### src/rtl/pipeline_hazard_controller.sv
// Purpose: hazard controller for a 5-stage pipeline: load-use bubbles, redirect flushes, multi-cycle ALU stalls.
// Latency: control outputs are combinational from state and inputs (same cycle); state and counters are registered.
// Backpressure: stalls by dropping PC/IF-ID/ID-EX write enables; holds everything while the multi-cycle unit runs.
//
// Ports:
//   clk, reset_n                     : clock (rising edge) and asynchronous active-low reset
//   id_rs1_address, id_rs2_address   : source registers of the ID instruction
//   id_uses_rs1, id_uses_rs2         : ID instruction actually reads rs1 / rs2
//   ex_rd_address                    : destination register of the EX instruction
//   ex_reg_wren, ex_is_load          : EX writes a register / its result comes from RAM
//   ex_redirect                      : EX resolved a taken branch or jump
//   ex_mc_start, mc_done             : multi-cycle op starting in EX / multi-cycle result valid
//   pc_wren, if_id_wren, id_ex_wren  : pipeline register write enables
//   if_id_flush, id_ex_bubble        : NOP into IF/ID / kill side effects at the ID/EX input
//   busy                             : waiting on the multi-cycle unit
//   stall_count, flush_count         : saturating event counters
module pipeline_hazard_controller (
   input  logic        clk,
   input  logic        reset_n,
   input  logic [4:0]  id_rs1_address,
   input  logic [4:0]  id_rs2_address,
   input  logic        id_uses_rs1,
   input  logic        id_uses_rs2,
   input  logic [4:0]  ex_rd_address,
   input  logic        ex_reg_wren,
   input  logic        ex_is_load,
   input  logic        ex_redirect,
   input  logic        ex_mc_start,
   input  logic        mc_done,
   output logic        pc_wren,
   output logic        if_id_wren,
   output logic        id_ex_wren,
   output logic        if_id_flush,
   output logic        id_ex_bubble,
   output logic        busy,
   output logic [15:0] stall_count,
   output logic [15:0] flush_count
);

   typedef enum logic {
      RUN     = 1'b0,
      MC_WAIT = 1'b1
   } state_t;

   state_t state;
   state_t state_nxt;

   logic rs1_hit;
   logic rs2_hit;
   logic luh;
   logic stall_evt;
   logic flush_evt;

   // x0 is hardwired to zero, so a load targeting it never creates a dependency.
   assign rs1_hit = id_uses_rs1 && (id_rs1_address == ex_rd_address);
   assign rs2_hit = id_uses_rs2 && (id_rs2_address == ex_rd_address);
   assign luh     = ex_is_load && ex_reg_wren && (ex_rd_address != 5'd0) && (rs1_hit || rs2_hit);

   assign busy = (state == MC_WAIT);

   always_comb begin
      pc_wren      = 1'b1;
      if_id_wren   = 1'b1;
      id_ex_wren   = 1'b1;
      if_id_flush  = 1'b0;
      id_ex_bubble = 1'b0;
      stall_evt    = 1'b0;
      flush_evt    = 1'b0;
      state_nxt    = state;
      case (state)
         RUN: begin
            if (ex_redirect) begin
               // Wrong-path instructions in IF and ID are discarded; the
               // redirect target is fetched, so all registers still advance.
               if_id_flush  = 1'b1;
               id_ex_bubble = 1'b1;
               flush_evt    = 1'b1;
            end else if (ex_mc_start) begin
               // A result ready in the start cycle needs no wait at all.
               if (!mc_done) begin
                  pc_wren    = 1'b0;
                  if_id_wren = 1'b0;
                  id_ex_wren = 1'b0;
                  stall_evt  = 1'b1;
                  state_nxt  = MC_WAIT;
               end
            end else if (luh) begin
               // Hold IF and ID; the bubble into EX clears ex_is_load next
               // cycle, so each load-use pair costs exactly one bubble.
               pc_wren      = 1'b0;
               if_id_wren   = 1'b0;
               id_ex_bubble = 1'b1;
               stall_evt    = 1'b1;
            end
         end
         MC_WAIT: begin
            if (mc_done) begin
               state_nxt = RUN;
            end else begin
               pc_wren    = 1'b0;
               if_id_wren = 1'b0;
               id_ex_wren = 1'b0;
               stall_evt  = 1'b1;
            end
         end
         default: state_nxt = RUN;
      endcase
   end

   always_ff @(posedge clk or negedge reset_n) begin
      if (!reset_n) begin
         state       <= RUN;
         stall_count <= 16'd0;
         flush_count <= 16'd0;
      end else begin
         state <= state_nxt;
         if (stall_evt && (stall_count != 16'hFFFF)) begin
            stall_count <= stall_count + 16'd1;
         end
         if (flush_evt && (flush_count != 16'hFFFF)) begin
            flush_count <= flush_count + 16'd1;
         end
      end
   end

endmodule

### config.mk
export PLATFORM = sky130hd
export DESIGN_NAME = pipeline_hazard_controller
export DESIGN_NICKNAME = d
export VERILOG_FILES = /design/src/rtl/pipeline_hazard_controller.sv
export SDC_FILE = /design/constraint.sdc
export NUM_CORES = 1
export LEC_CHECK = 0
export ABC_CLOCK_PERIOD_IN_PS = 2200
export CELL_PAD_IN_SITES_DETAIL_PLACEMENT = 1
export CELL_PAD_IN_SITES_GLOBAL_PLACEMENT = 2
export CORE_MARGIN = 2
export CORE_UTILIZATION = 28
export CTS_BUF_LIST = sky130_fd_sc_hd__clkbuf_8
export CTS_CLUSTER_DIAMETER = 50
export DETAILED_ROUTE_END_ITERATION = 8
export PLACE_DENSITY = 0.89
export SETUP_SLACK_MARGIN = 0.02
export SLEW_MARGIN = 10
export SYNTH_ARGS = -nofsm -noshare
export SYNTH_HDL_FRONTEND = slang
export SYNTH_SLANG_ARGS = --single-unit
### constraint.sdc
create_clock -name clk -period 2.2 [get_ports clk]
set_clock_uncertainty 0.1 [all_clocks]
set_input_delay 0.44 -clock clk [delete_from_list [all_inputs] [get_ports clk]]
set_output_delay 0.44 -clock clk [all_outputs]
set_load 0.1 [all_outputs]
Yosys cells after proc, flatten, opt, wreduce, memory -nomap -nowiden:

Index checks and enable logic that the tools add are counted.
W data, S select, Z words.

* register bits: 33
* bits of input ports: 24
* output and inout port bits: 38
* word-level logic and storage cells: 40

* add/sub/neg operators: 2
* eq/ne operators: 4
* mux-type cells: 21
* bitwise operators: 1
* reduce and logical (&&, ||, !) cells: 9

Operators by type and width (count)
* $add A16 B1 Y16 const B: 2
* $ne A16 B16 Y1 const B: 2
* $mux W1: 17
* $eq A5 B5 Y1: 2
* $pmux W1 S2: 4
* $logic_and A1 B1 Y1: 7
* $reduce_bool A5 Y1: 1
* $logic_or A1 B1 Y1: 1
* $not A1 Y1: 1

Logic depth before layout (Yosys ltp):

* word-level depth: 9
* mapped depth: 8
* depth with buffers taken out: 7

Least setup slack after synthesis:

Ideal clock, no wire load.

* path type: flip-flop to output port
* start: reg state (netlist: busy)
* end: out pc_wren
* arrival: 3.194 ns
* required time: 1.660 ns
* path slack: -1.534 ns
* stages on the path, launching flop included: 6
* buffers on the path: 1
* cell sequence: dfrtp_1 -> nand2b_2 -> inv_1 -> a21oi_1 -> nand2b_1 -> buf_4

* cells in the longest elaborated chain, start to end: 2

RTL lines
* start: declaration: line 45 `state_t state;`
* start signal: assignment: line 116 `state <= state_nxt;`
* $not A1 Y1
* $pmux W1 S2 *
* end: declaration: line 30 `output logic pc_wren,`

Mark *: on every way between the ends. The rest lies on a longest branch, timed or not.

Worst setup path in the final report:

* start: in id_rs2_address[0]
* end: out if_id_wren

* cells in the longest elaborated chain, start to end: 8

RTL lines
* start: declaration: line 21 `input logic [4:0] id_rs2_address,`
* $eq A5 B5 Y1: line 56 `assign rs2_hit = id_uses_rs2 && (id_rs2_address == ex_rd_address);`
* $logic_and A1 B1 Y1: line 56
* $logic_or A1 B1 Y1: line 57 `assign luh = ex_is_load && ex_reg_wren && (ex_rd_address != 5'd0) && (rs1_hit || rs2_hit);`
* $logic_and A1 B1 Y1: line 57
* $mux W1: line 87 `end else if (luh) begin`
* $mux W1: line 78 `end else if (ex_mc_start) begin`
* $mux W1: line 72 `if (ex_redirect) begin`
* $pmux W1 S2: line 70 `case (state)`
* end: declaration: line 31 `output logic if_id_wren,`

No other way between the ends.

==> results.py <==
metrics = {
    "timing": {
        "drv_slew": 0,
        "timing.final.crit_share": 0.976,
        "fmax_mhz": 466,
        "relSlewSlack": 0.712,
        "rsz0062_at_grt": "true",
        "final_hold_viol_count": 0,
        "min_period_ns": 2.15,
        "setup_viol": 0,
        "tightest_slew_ns": 0.429,
    },
    "worst_setup_path": {
        "crit_required_ns": 1.66,
        "start_kind": "input port",
        "reg2reg_depth": 7,
        "cp.arrival_ns": 1.61,
        "crit_fanout": 2,
        "cp-end-kind": "output port",
        "critical_path_class": "in -> out",
    },
    "power_and_ir_drop": {
        "total_power_w": 0.00260,
        "vdd_drop_max_mv": 0.990,
        "p_per_area_nw_per_um2": 917,
        "p_leak_nw": 1.27,
    },
    "cts": {
        "clk_path_buf_depth": 2,
        "path_clk_slew_ns": 0.06,
        "cts_root_buf": "clkbuf_8",
        "cts_made_buffers": 5,
        "htree_levels": 2,
        "cts_tree": "done",
        "clock_latency_ns": 0.28,
        "clock-sinks": 33,
    },
    "detailed_routing": {
        "postRouteAntennaNets": 0,
        "vias_per_cell": 4.73,
        "drcViolationCount": 0,
        "vias": 1569,
        "dr.pass1.iters": 4,
        "drtIter0Drc": 18,
        "routedWlPerCell_um": 14.3,
        "routed_wl_mm": 4.75,
    },
    "job": {
        "drv_cap": 0,
    },
    "hold_path": {
        "holdPathStages": 1,
        "worstHoldPathType": "reg -> reg",
    },
    "synth": {
        "synth_area_um2": 1740,
        "synthArstFlopShare": 1.00,
        "synth_commonest_cells": "dfrtp_1, xnor2_1, nand2_1",
        "synth_top_cell_by_area": "dfrtp_1",
        "syn_nets": 194,
        "synth.distinct_cells": 29,
        "synth_edf_count": 0,
        "synth_cells": 168,
        "netlist.area_leader.share": 0.475,
        "ys_top_cells_by_area": "dfrtp_1, xnor2_1, xor2_1",
        "seq_area_frac_synth": 0.475,
        "synth_warnings": 0,
        "ys_seq_elements": 33,
        "ys.flop_type": "dfrtp_1",
        "synth_most_common_cell": "dfrtp_1",
        "avgSynthCellArea_um2": 10.4,
    },
    "floorplanning": {
        "die_h_um": 82.8,
        "die-area_um2": 6860,
        "ios": 62,
        "core_area_um2": 5960,
        "rows": 28,
        "initial_utilization": 0.292,
        "fp.dieW_um": 82.8,
    },
    "global_route": {
        "grtUsageTotal": 0.142,
        "grt_pass1_wl_mm": 8.04,
        "grt_max_degree": 34,
        "gr-total-overflow": 0,
        "antenna_found_initial": 0,
        "grt_pass1_vias": 1639,
    },
    "layout": {
        "syn2layout_area_growth_pct": 63.0,
        "finalNonFillerCells": 332,
        "fin_util": 0.476,
        "drive_gt1_frac": 0.541,
        "nets": 282,
        "insertedDiodeCount": 0,
    },
    "place": {
        "routabilityCongestion": 0.769,
        "place_inst": 318,
        "io_buffers": 61,
        "dp_hpwl_mm": 3.56,
    },
    "status": {
        "status": "complete, no violations",
    },
}
power by group:
part | internal (W) | leakage (nW) | switching (W)
Sequential | 0.000721 | 0.404 | 0.000137
Clock | 0.000246 | 0.0538 | 0.000219
Combinational | 0.000343 | 0.809 | 0.000935
kinds of logic (layout without fill, tap and decap cells):
| family | after synthesis | in the layout | share of synthesized area |
|---|---|---|---|
| AOI/OAI and AO/OA | 8 | 8 | 0.0353 |
| muxes | 5 | 5 | 0.0345 |
| DFF | 33 | 33 | 0.475 |
| buffers and inverters | 4 | 93 | 0.0151 |
| and+or+nand+nor | 79 | 79 | 0.240 |
| xor gates and xnor gates | 37 | 37 | 0.186 |
| adders and majority gates | 2 | 2 | 0.0144 |
layout make-up:
type | instances | area (µm²)
clock buffer | 6 | 82.6
timing repair buffer | 83 | 736
inverter | 2 | 11.3
clock inverter | 2 | 7.51
tap | 75 | 93.8
multi-input combinational | 131 | 1040
fill | 674 | 3120
sequential | 33 | 860
worst paths after layout:
path	startpoint	end	slack, ns
worst max register to register	stall_count[0]$_DFFE_PN0P_	stall_count[1]$_DFFE_PN0P_	0.10
worst min-delay path	flush_count[9]$_DFFE_PN0P_	flush_count[9]$_DFFE_PN0P_	0.38
worst max-delay path	id_rs2_address[0]	if_id_wren	0.05
worst min register to register	flush_count[9]$_DFFE_PN0P_	flush_count[9]$_DFFE_PN0P_	0.38
min in group asynchronous	reset_n	flush_count[0]$_DFFE_PN0P_	0.46
max in group asynchronous	reset_n	busy$_DFF_PN0_	1.19
cells in the final DEF, fill, tap and decap left out, types with 3 or more instances in the layout:
cell	n
mux2_2	4
nand4_1	12
buf_2	3
inv_1	3
xnor2_1	18
buf_4	55
buf_12	6
clkdlybuf4s15_1	3
nand2_1	18
xnor2_2	4
nor3_2	5
nand3_1	11
clkdlybuf4s50_1	3
nor2_4	6
dfrtp_1	8
xor2_1	14
clkbuf_8	6
nor2_1	6
dfrtp_2	24
a21oi_2	3
or2_2	3
nor3_1	4
dlygate4sd2_1	6
flip-flops by register name (all words and copies together) (netlist names):
signal,count
flush_count,16
busy,1
stall_count,16
metrics by stage:
| stage | setup WS (ns) | hold slack (ns) | TNS (ns) | instance area (µm²) |
|---|---|---|---|---|
| after floorplan | -0.503 | 0.0444 | -4.24 | 1880 |
| after global placement | -0.275 | 0.367 | -3.71 | 2650 |
| after detailed placement | -0.356 | 0.377 | -5.33 | 2650 |
| after CTS | 0.0225 | 0.385 | 0 | 2820 |
| after global routing | 0.00500 | 0.409 | 0 | 2840 |
| final | 0.0526 | 0.383 | 0 | 2840 |
worst max-delay path, stage by stage:
cell,delay [ns]
clkdlybuf4s15_1,0.18
xnor2_1,0.18
nand4_1,0.17
o22ai_2,0.20
a21oi_2,0.09
nand2b_4,0.17
buf_12,0.17
metal layers:
metal / GRT usage / up-vias / wire length, µm
met2: 0.245 / 44 / 2500
met3: 0.0417 / 2 / 244
met4: 0.0268 / 0 / 15
met1: 0.179 / 758 / 1990
met5: 0 / - / 0
li1: - / 765 / -
what timing repair did:
item | in CTS | in global routing
cloned | 0 | 0
endpoints found under the setup margin | 11 | 7
pin swaps | 16 | 13
hold buffers | 0 | 0
gates resized for setup | 44 | 30
setup buffers | 5 | 1
No activity file was read; power rests on OpenSTA's default activity.
